File: src/rtl/seg_scan_arbiter.sv
// Frame-granular arbiter and 6-digit 7-segment scan driver shared by two requesters (H, F).
// Optional anti-ghosting blanking at the start of each digit slot: define BLANK_GAP_EN.
module seg_scan_arbiter #(
  parameter int SCAN_DIV    = 1000,
  parameter int HOLD_FRAMES = 4,
  parameter int BLANK_CYC   = 16
) (
  input  logic        clk_i,
  input  logic        rst_ni,
  input  logic        h_req_i,
  input  logic        f_req_i,
  input  logic [47:0] h_digits_i,
  input  logic [47:0] f_digits_i,
  output logic [5:0]  seg_com_o,
  output logic [7:0]  seg_data_o,
  output logic        v_sel_o,
  output logic        h_gnt_o,
  output logic        f_gnt_o,
  output logic        frame_tick_o
);

  localparam int PW = (SCAN_DIV > 1) ? $clog2(SCAN_DIV) : 1;
  localparam int HW = (HOLD_FRAMES > 1) ? $clog2(HOLD_FRAMES + 1) : 1;

  typedef enum logic [1:0] {
    ST_BLANK  = 2'd0,
    ST_SHOW_F = 2'd1,
    ST_SHOW_H = 2'd2
  } state_e;

  state_e        state_q, state_d;
  logic [PW-1:0] presc_q, presc_d;
  logic [2:0]    digit_q, digit_d;
  logic [HW-1:0] hold_q, hold_d;
  logic [47:0]   shadow_q, shadow_d;
  logic [5:0]    seg_com_q, seg_com_d;
  logic [7:0]    seg_data_q, seg_data_d;
  logic          v_sel_q, v_sel_d;
  logic          h_gnt_q, h_gnt_d;
  logic          f_gnt_q, f_gnt_d;
  logic          frame_tick_q, frame_tick_d;

  logic          slot_end;
  logic          boundary;
  logic          hold_done;
  logic          in_gap;
  logic [7:0]    digit_seg [6];
  logic [5:0]    com_sel;

  genvar gi;
  generate
    for (gi = 0; gi < 6; gi++) begin : g_digit
      assign digit_seg[gi] = shadow_q[8*gi +: 8];
      assign com_sel[gi]   = (digit_q != 3'(gi));
    end
  endgenerate

  assign slot_end = (presc_q == PW'(SCAN_DIV - 1));
  assign boundary = slot_end && (digit_q == 3'd5);
  // The frame ending at this boundary counts toward the hold, so a grant
  // yields after exactly HOLD_FRAMES completed frames.
  assign hold_done = (hold_q >= HW'(HOLD_FRAMES - 1));

`ifdef BLANK_GAP_EN
  assign in_gap = (presc_q < PW'(BLANK_CYC));
`else
  assign in_gap = 1'b0;
`endif

  always_comb begin
    presc_d  = slot_end ? '0 : presc_q + 1'b1;
    digit_d  = digit_q;
    state_d  = state_q;
    hold_d   = hold_q;
    shadow_d = shadow_q;

    if (slot_end) begin
      digit_d = (digit_q == 3'd5) ? 3'd0 : digit_q + 3'd1;
    end

    if (boundary) begin
      case (state_q)
        ST_BLANK: begin
          if (f_req_i)      state_d = ST_SHOW_F;
          else if (h_req_i) state_d = ST_SHOW_H;
        end
        ST_SHOW_F: begin
          if (h_req_i && (hold_done || !f_req_i)) state_d = ST_SHOW_H;
          else if (!f_req_i)                      state_d = ST_BLANK;
        end
        ST_SHOW_H: begin
          if (f_req_i && (hold_done || !h_req_i)) state_d = ST_SHOW_F;
          else if (!h_req_i)                      state_d = ST_BLANK;
        end
        default: state_d = ST_BLANK;
      endcase

      if (state_d != state_q)               hold_d = '0;
      else if (hold_q < HW'(HOLD_FRAMES))   hold_d = hold_q + 1'b1;

      // Latch the incoming owner's data so the whole next frame is tear-free.
      case (state_d)
        ST_SHOW_F: shadow_d = f_digits_i;
        ST_SHOW_H: shadow_d = h_digits_i;
        default:   shadow_d = '0;
      endcase
    end

    seg_com_d  = 6'b111111;
    seg_data_d = 8'h00;
    if (state_q != ST_BLANK && !in_gap) begin
      seg_com_d  = com_sel;
      seg_data_d = digit_seg[digit_q];
    end

    v_sel_d      = (state_q == ST_SHOW_H);
    h_gnt_d      = (state_q == ST_SHOW_H);
    f_gnt_d      = (state_q == ST_SHOW_F);
    frame_tick_d = boundary;
  end

  always_ff @(posedge clk_i or negedge rst_ni) begin
    if (!rst_ni) begin
      state_q      <= ST_BLANK;
      presc_q      <= '0;
      digit_q      <= '0;
      hold_q       <= '0;
      shadow_q     <= '0;
      seg_com_q    <= 6'b111111;
      seg_data_q   <= 8'h00;
      v_sel_q      <= 1'b0;
      h_gnt_q      <= 1'b0;
      f_gnt_q      <= 1'b0;
      frame_tick_q <= 1'b0;
    end else begin
      state_q      <= state_d;
      presc_q      <= presc_d;
      digit_q      <= digit_d;
      hold_q       <= hold_d;
      shadow_q     <= shadow_d;
      seg_com_q    <= seg_com_d;
      seg_data_q   <= seg_data_d;
      v_sel_q      <= v_sel_d;
      h_gnt_q      <= h_gnt_d;
      f_gnt_q      <= f_gnt_d;
      frame_tick_q <= frame_tick_d;
    end
  end

  assign seg_com_o    = seg_com_q;
  assign seg_data_o   = seg_data_q;
  assign v_sel_o      = v_sel_q;
  assign h_gnt_o      = h_gnt_q;
  assign f_gnt_o      = f_gnt_q;
  assign frame_tick_o = frame_tick_q;

endmodule

File: config.mk
export PLATFORM = sky130hd
export DESIGN_NAME = seg_scan_arbiter
export DESIGN_NICKNAME = d
export VERILOG_FILES = /design/src/rtl/seg_scan_arbiter.sv
export SDC_FILE = /design/constraint.sdc
export NUM_CORES = 1
export LEC_CHECK = 0
export CAP_MARGIN = 20
export CORE_MARGIN = 5
export CORE_UTILIZATION = 40
export CTS_CLUSTER_SIZE = 16
export DETAILED_ROUTE_END_ITERATION = 7
export GPL_TIMING_DRIVEN = 0
export HOLD_SLACK_MARGIN = 0.1
export MAX_ROUTING_LAYER = met4
export PLACE_DENSITY = 0.79
export SYNTH_ARGS = -nofsm -noshare
export SYNTH_HDL_FRONTEND = slang
export SYNTH_SLANG_ARGS = --single-unit
File: constraint.sdc
create_clock -name clk_i -period 4 [get_ports clk_i]
set_input_delay 0.8 -clock clk_i [delete_from_list [all_inputs] [get_ports clk_i]]
set_output_delay 0.8 -clock clk_i [all_outputs]
set_load 0.005 [all_outputs]
==> results.tsv, run 1 <==
metric	value	unit
die_y	113	µm
leakage	2.30	nW
fin_area	5810	µm²
start_kind	register	
drive_above_1_share	14.3	%
cp.required	4250	ps
fp.dieArea	12900	µm²
initial_core_util	41.3	%
overflow	0	
synth.most_common_cell	dfrtp_1	
p_switching	386	µW
portBuffers	117	
finalSetupViolCount	0	
cp-startpoint	hold_q[0]$_DFFE_PN0P_	
ys_ff_latch	83	
areaGrowthSynthToFinish	35.7	%
timing.critical_path.arrival	3700	ps
clockBufferDepth	2	
antenna_found_initial	0	
avgSynthCellArea	10.9	µm²
placementRows	37	
vias	3574	
p_int	1.17	mW
maxCapViolCount	0	
grt_util_all_layers	18.5	%
slew_headroom	33.9	%
synth_top_area_cell	dfrtp_1	
placedCellCount	645	
synthCells	391	
cts.sinks	83	
fin_nets	626	
h-tree-depth	3	
syn_area	4280	µm²
cts_buffers	9	
via_per_inst	5.41	
worstMarginPinSlew	983	ps
worst_r2r_startpoint	hold_q[0]$_DFFE_PN0P_	
yosys_warnings	0	
drtAntennaViolNets	0	
skew	13.7	ps
critPathCaptureType	register	
grt_start_max_net_pins	55	
swShare	24.9	%
hpwlAfterDp	8740	µm
synth_nets	497	
ir_drop	0.170	mV
status	complete, no violations	
synthTopCellsByCount	dfrtp_1 (77), nand2_1 (65), a22oi_1 (48)	
ys_seq_area_share	48.7	%
synth_flop_cell	dfrtp_1	
drt_wl_total	11300	µm
worstHoldPathType	in -> async	
insertion_delay	360	ps
comb_power_share	12.6	%
netlist.area_leader.share	45.0	%
fin_crit	3450	ps
clk_pin_slew_worst_paths	90	ps
grt_pass1_wl	18500	µm
ctsResizeCount	0	
postCtsSetupBuffers	0	
async_reset_ff_share	100	%
r2r.worst_path.cells	10	
drc	0	
coreArea	10400	µm²
seqPwrFrac	54.0	%
ys_types	46	
grt_pass1_vias	3829	
critical_path_class	reg -> reg	
finalMaxSlewViolations	0	
antenna_cells	0	
routabilityCongestion	0.848	
drt_iter0_drc	210	
placed_cell_area	5640	µm²
synth_edf_count	0	
die_x	113	µm
rsz0062_at_grt	no	
cts_root_buffer	clkbuf_8	
cts_hold_buf	0	
fin_crit_sh	86.2	%
fmax	290	MHz
p_per_area	268	nW/µm²
drt-wirelength-per-cell	17.1	µm
clkPwrFrac	33.5	%
hold_viol_final	0	
tritoncts	yes	
yosys-top-cells-area	dfrtp_1 (45%), a22oi_1 (8.4%), o31ai_2 (8.2%)	
first_pass_iters	6	
pin_count	118	
final_cells	661	
worst-path-max-fanout	10	
[worst paths after layout]
| check | end | slack [ps] |
|---|---|---|
| setup / recovery | shadow_q[42]$_DFFE_PN0P_ | 550 |
| hold / removal | hold_q[0]$_DFFE_PN0P_ | 350 |
| setup reg to reg | shadow_q[42]$_DFFE_PN0P_ | 550 |
| hold reg to reg | presc_q[0]$_DFF_PN0_ | 450 |
| max in group asynchronous | shadow_q[6]$_DFFE_PN0P_ | 3040 |
| min in group clk_i | presc_q[0]$_DFF_PN0_ | 450 |
[routing by layer]
metal	part of all wire [%]	track usage (%)
met4	2.2	6.89
met3	4.9	3.34
met1	41	23.2
met5	0	-
met2	51	30.3
[kinds of logic (layout without fill, tap and decap cells)]
group | Yosys count | after routing | share of synthesized area (%)
muxes | 15 | 15 | 5.91
xor gates and xnor gates | 7 | 7 | 1.43
and+or+nand+nor | 109 | 109 | 11.7
DFF | 83 | 83 | 48.7
adders and majority gates | 6 | 6 | 1.75
buffers and inverters | 48 | 182 | 5.53
AOI/OAI and AO/OA | 123 | 123 | 24.9
[worst max-delay path: stages, from the launching register on]
cell      delay, ps
dfrtp_1         440
ha_1            230
ha_1            180
a211o_1         310
mux2i_1         160
o211ai_1        380
ha_1            280
clkbuf_1        550
clkbuf_1        400
a22oi_1         160
o31ai_1         250
[cell type report]
class | instances | area (µm²)
Timing Repair Buffer | 118 | 1200
Tap cell | 136 | 170
Clock buffer | 11 | 131
Clock inverter | 5 | 30.0
Sequential cell | 83 | 2080
Inverter | 14 | 52.6
Buffer | 34 | 184
Multi-Input combinational cell | 260 | 1960
Fill cell | 915 | 4560
[flip-flops by register name, indices dropped and copies added, names as in the netlist]
signal / flops
h_gnt_o: 1
seg_com_o: 6
state_q: 2
seg_data_o: 8
digit_q: 3
hold_q: 3
presc_q: 10
frame_tick_o: 1
f_gnt_o: 1
shadow_q: 48
[through the flow]
step           TNS, ps  power (mW)  setup slack (ps)  hold slack [ps]  util [%]
2_1_floorplan        0       0.913              1160              424         -
3_3_place_gp    -50110        1.04              -655              437      54.2
3_5_place_dp         0        1.05               488              449      54.4
4_1_cts              0        1.56               574              359      56.0
5_1_grt              0        1.62               303              371      56.0
6_report             0        1.55               550              353      56.0
[placed cells by master, fill, tap and decap left out, drive strengths merged, types with 8 or more instances in the layout]
cell             n
clkdlybuf4s50  116
dfrtp           77
nand2           65
o31ai           49
a22oi           48
clkbuf          31
nor2            16
buf             16
inv             14
mux4             8
[power by group through the flow]
stage | clock, mW | sequential, mW | combinational (mW)
6_report | 0.520 | 0.839 | 0.196
5_1_grt | 0.565 | 0.839 | 0.213
4_1_cts | 0.529 | 0.839 | 0.197
3_5_place_dp | 0 | 0.855 | 0.197
3_3_place_gp | 0 | 0.855 | 0.190
2_1_floorplan | 0 | 0.855 | 0.0580
Note: power is estimated with default switching activity, not from simulation.
==> run 2, diff against run 1 <==
--- a/config.mk
+++ b/config.mk
@@ -5,15 +5,16 @@
 export SDC_FILE = /design/constraint.sdc
 export NUM_CORES = 1
 export LEC_CHECK = 0
+export ABC_AREA = 1
 export CAP_MARGIN = 20
-export CORE_MARGIN = 5
+export CORE_MARGIN = 2
 export CORE_UTILIZATION = 40
 export CTS_CLUSTER_SIZE = 16
 export DETAILED_ROUTE_END_ITERATION = 7
 export GPL_TIMING_DRIVEN = 0
 export HOLD_SLACK_MARGIN = 0.1
 export MAX_ROUTING_LAYER = met4
-export PLACE_DENSITY = 0.79
+export PLACE_DENSITY = 0.8
 export SYNTH_ARGS = -nofsm -noshare
 export SYNTH_HDL_FRONTEND = slang
 export SYNTH_SLANG_ARGS = --single-unit
==> run 2 against run 1 <==
Combinational power shrank 39%; wire length increased by 1.3%; hold slack better by 46 ps; largest power group unchanged; highest routed layer unchanged.
==> results.tsv, run 2 <==
metric	value	unit
synthCells	489	
fin_crit_sh	72.7	%
nFillCells	950	
largest-register	shadow_q	
slew_headroom	63.8	%
cp_slowest_cell	clkbuf_1	
hpwlAfterDp	8710	µm
clk_pin_slew_worst_paths	80	ps
worstHoldPathType	in -> async	
fp.dieArea	11400	µm²
ir_drop	0.150	mV
cts_buffers	9	
worst_r2r_startpoint	hold_q[0]$_DFFE_PN0P_	
timing.hold.ws	399	ps
fin_crit	2910	ps
drtAntennaViolNets	0	
ys_ff_latch	83	
antenna_found_initial	0	
cts_hold_buf	0	
fmax	344	MHz
placementRows	37	
initial_core_util	41.1	%
critical_path_class	reg -> reg	
via_per_inst	5.32	
wl_met3	635	µm
ctsResizeCount	0	
synth_flop_cell	dfrtp_1	
drc	0	
insertion_delay	360	ps
worstMarginPinSlew	543	ps
vias	4034	
synth.most_common_cell	nand2_1	
leakage	2.48	nW
netlist.area_leader.share	45.6	%
tritoncts	yes	
grt_pass1_vias	4221	
r2r-end	shadow_q[44]$_DFFE_PN0P_	
grt_start_max_net_pins	49	
slowest_delay	420	ps
cts_root_buffer	clkbuf_8	
drt_wl_total	11400	µm
worst-path-buf-inv	4	
synth_top_area_cell	dfrtp_1	
grt_util_all_layers	21.9	%
die_x	107	µm
crit_family	buffers and inverters	
dp_slack	809	ps
fin_nets	724	
total_power	1.48	mW
drive_above_1_share	7.23	%
h-tree-depth	3	
antenna_cells	0	
synth_nets	595	
pin_count	118	
start_kind	register	
highest_layer	met4	
clockBufferDepth	2	
synth_edf_count	0	
yosys_warnings	0	
coreArea	10300	µm²
maxCapViolCount	0	
p_per_area	258	nW/µm²
portBuffers	117	
hold_viol_final	0	
largest_register_ffs	48	
cts.sinks	83	
grt_pass1_wl	19000	µm
drt_iter0_drc	269	
timing.critical_path.arrival	3200	ps
routabilityCongestion	0.842	
yosys-top-cells-area	dfrtp_1 (46%), nand2_1 (13%), nand3_1 (10%)	
final_common_cell	nand2_1	
drt-met1-wl	4670	µm
skew	9.04	ps
postCtsSetupBuffers	0	
async_reset_ff_share	100	%
status	complete, no violations	
wl_met2	5740	µm
drt-wirelength-per-cell	15.1	µm
path_cells	ha_1 -> ha_1 -> nor2_1 -> nand2_1 -> nand3_1 -> nand2_1 -> nand2_1 -> inv_1 -> ha_1 -> inv_1 -> clkbuf_1 -> clkbuf_1 -> nand3_1 -> nand2_1	
worst-path-max-fanout	10	
syn_area	4220	µm²
overflow	0	
reg2reg_slack	1090	ps
finalSetupViolCount	0	
r2r.worst_path.cells	14	
avgSynthCellArea	8.64	µm²
areaGrowthSynthToFinish	36.3	%
synthTopCellsByCount	nand2_1 (146), nand3_1 (84), dfrtp_1 (77)	
ys_types	31	
first_pass_iters	5	
final_cell_mix	nand2_1 (146), clkdlybuf4s50_1 (116), nand3_1 (84)	
finalMaxSlewViolations	0	
ys_seq_area_share	49.3	%
cp.required	4300	ps
rsz0062_at_grt	no	
layout_setup_ws	1090	ps
critPathCaptureType	register	
critical_path.most_common_cell	nand2_1	
die_y	107	µm
[run 2: how the worst max path moves through the flow]
stage	from	endpoint	slack [ps]	depth (start not counted)
after floorplan	hold_q[0]$_DFFE_PN0P_	shadow_q[27]$_DFFE_PN0P_	1620	14
after global placement	rst_ni	seg_data_o[0]$_DFF_PN0_	-640	1
after detailed placement	f_req_i	shadow_q[42]$_DFFE_PN0P_	810	12
after CTS	hold_q[0]$_DFFE_PN0P_	shadow_q[41]$_DFFE_PN0P_	1110	14
after global routing	hold_q[0]$_DFFE_PN0P_	shadow_q[33]$_DFFE_PN0P_	780	14
final	hold_q[0]$_DFFE_PN0P_	shadow_q[44]$_DFFE_PN0P_	1090	14
[run 2: through the flow]
stage,utilization [%],instances,TNS (ps),area (µm²)
floorplan,-,489,0,4220
global placement,54.2,742,-49180,5570
detailed placement,54.4,743,0,5590
CTS,56.0,758,0,5760
global route,56.0,758,0,5760
finish,56.0,758,0,5760
[run 2: metal layers]
metal	GRT usage, %	up-vias
met5	-	-
met2	36.2	160
met3	3.95	33
li1	-	1928
met4	11.1	0
met1	25.7	1913
[run 2: cells by family after synthesis]
kind of cell / Yosys count / share of synthesized area, %
AND/OR/NAND/NOR: 260 / 26.6
AO/OA/AOI/OAI: 81 / 15.0
flip-flops: 83 / 49.3
XOR/XNOR: 3 / 0.622
adder cells (fa/ha/maj): 6 / 1.78
buffers and inverters: 56 / 6.64
[run 2: report_power, final]
part | internal (mW) | total (mW) | switching [mW]
Sequential | 0.839 | 0.839 | 0
Combinational | 0.0871 | 0.119 | 0.0318
Clock | 0.235 | 0.526 | 0.291
[run 2: layout make-up]
cell class	instances	area, µm²	area share (%)
sequential	83	2080	36.2
multi-input combinational	350	1860	32.3
timing repair buffer	118	1200	20.8
buffer	31	186	3.24
tap	136	170	2.96
clock buffer	10	138	2.39
inverter	25	93.8	1.63
clock inverter	5	30.0	0.522
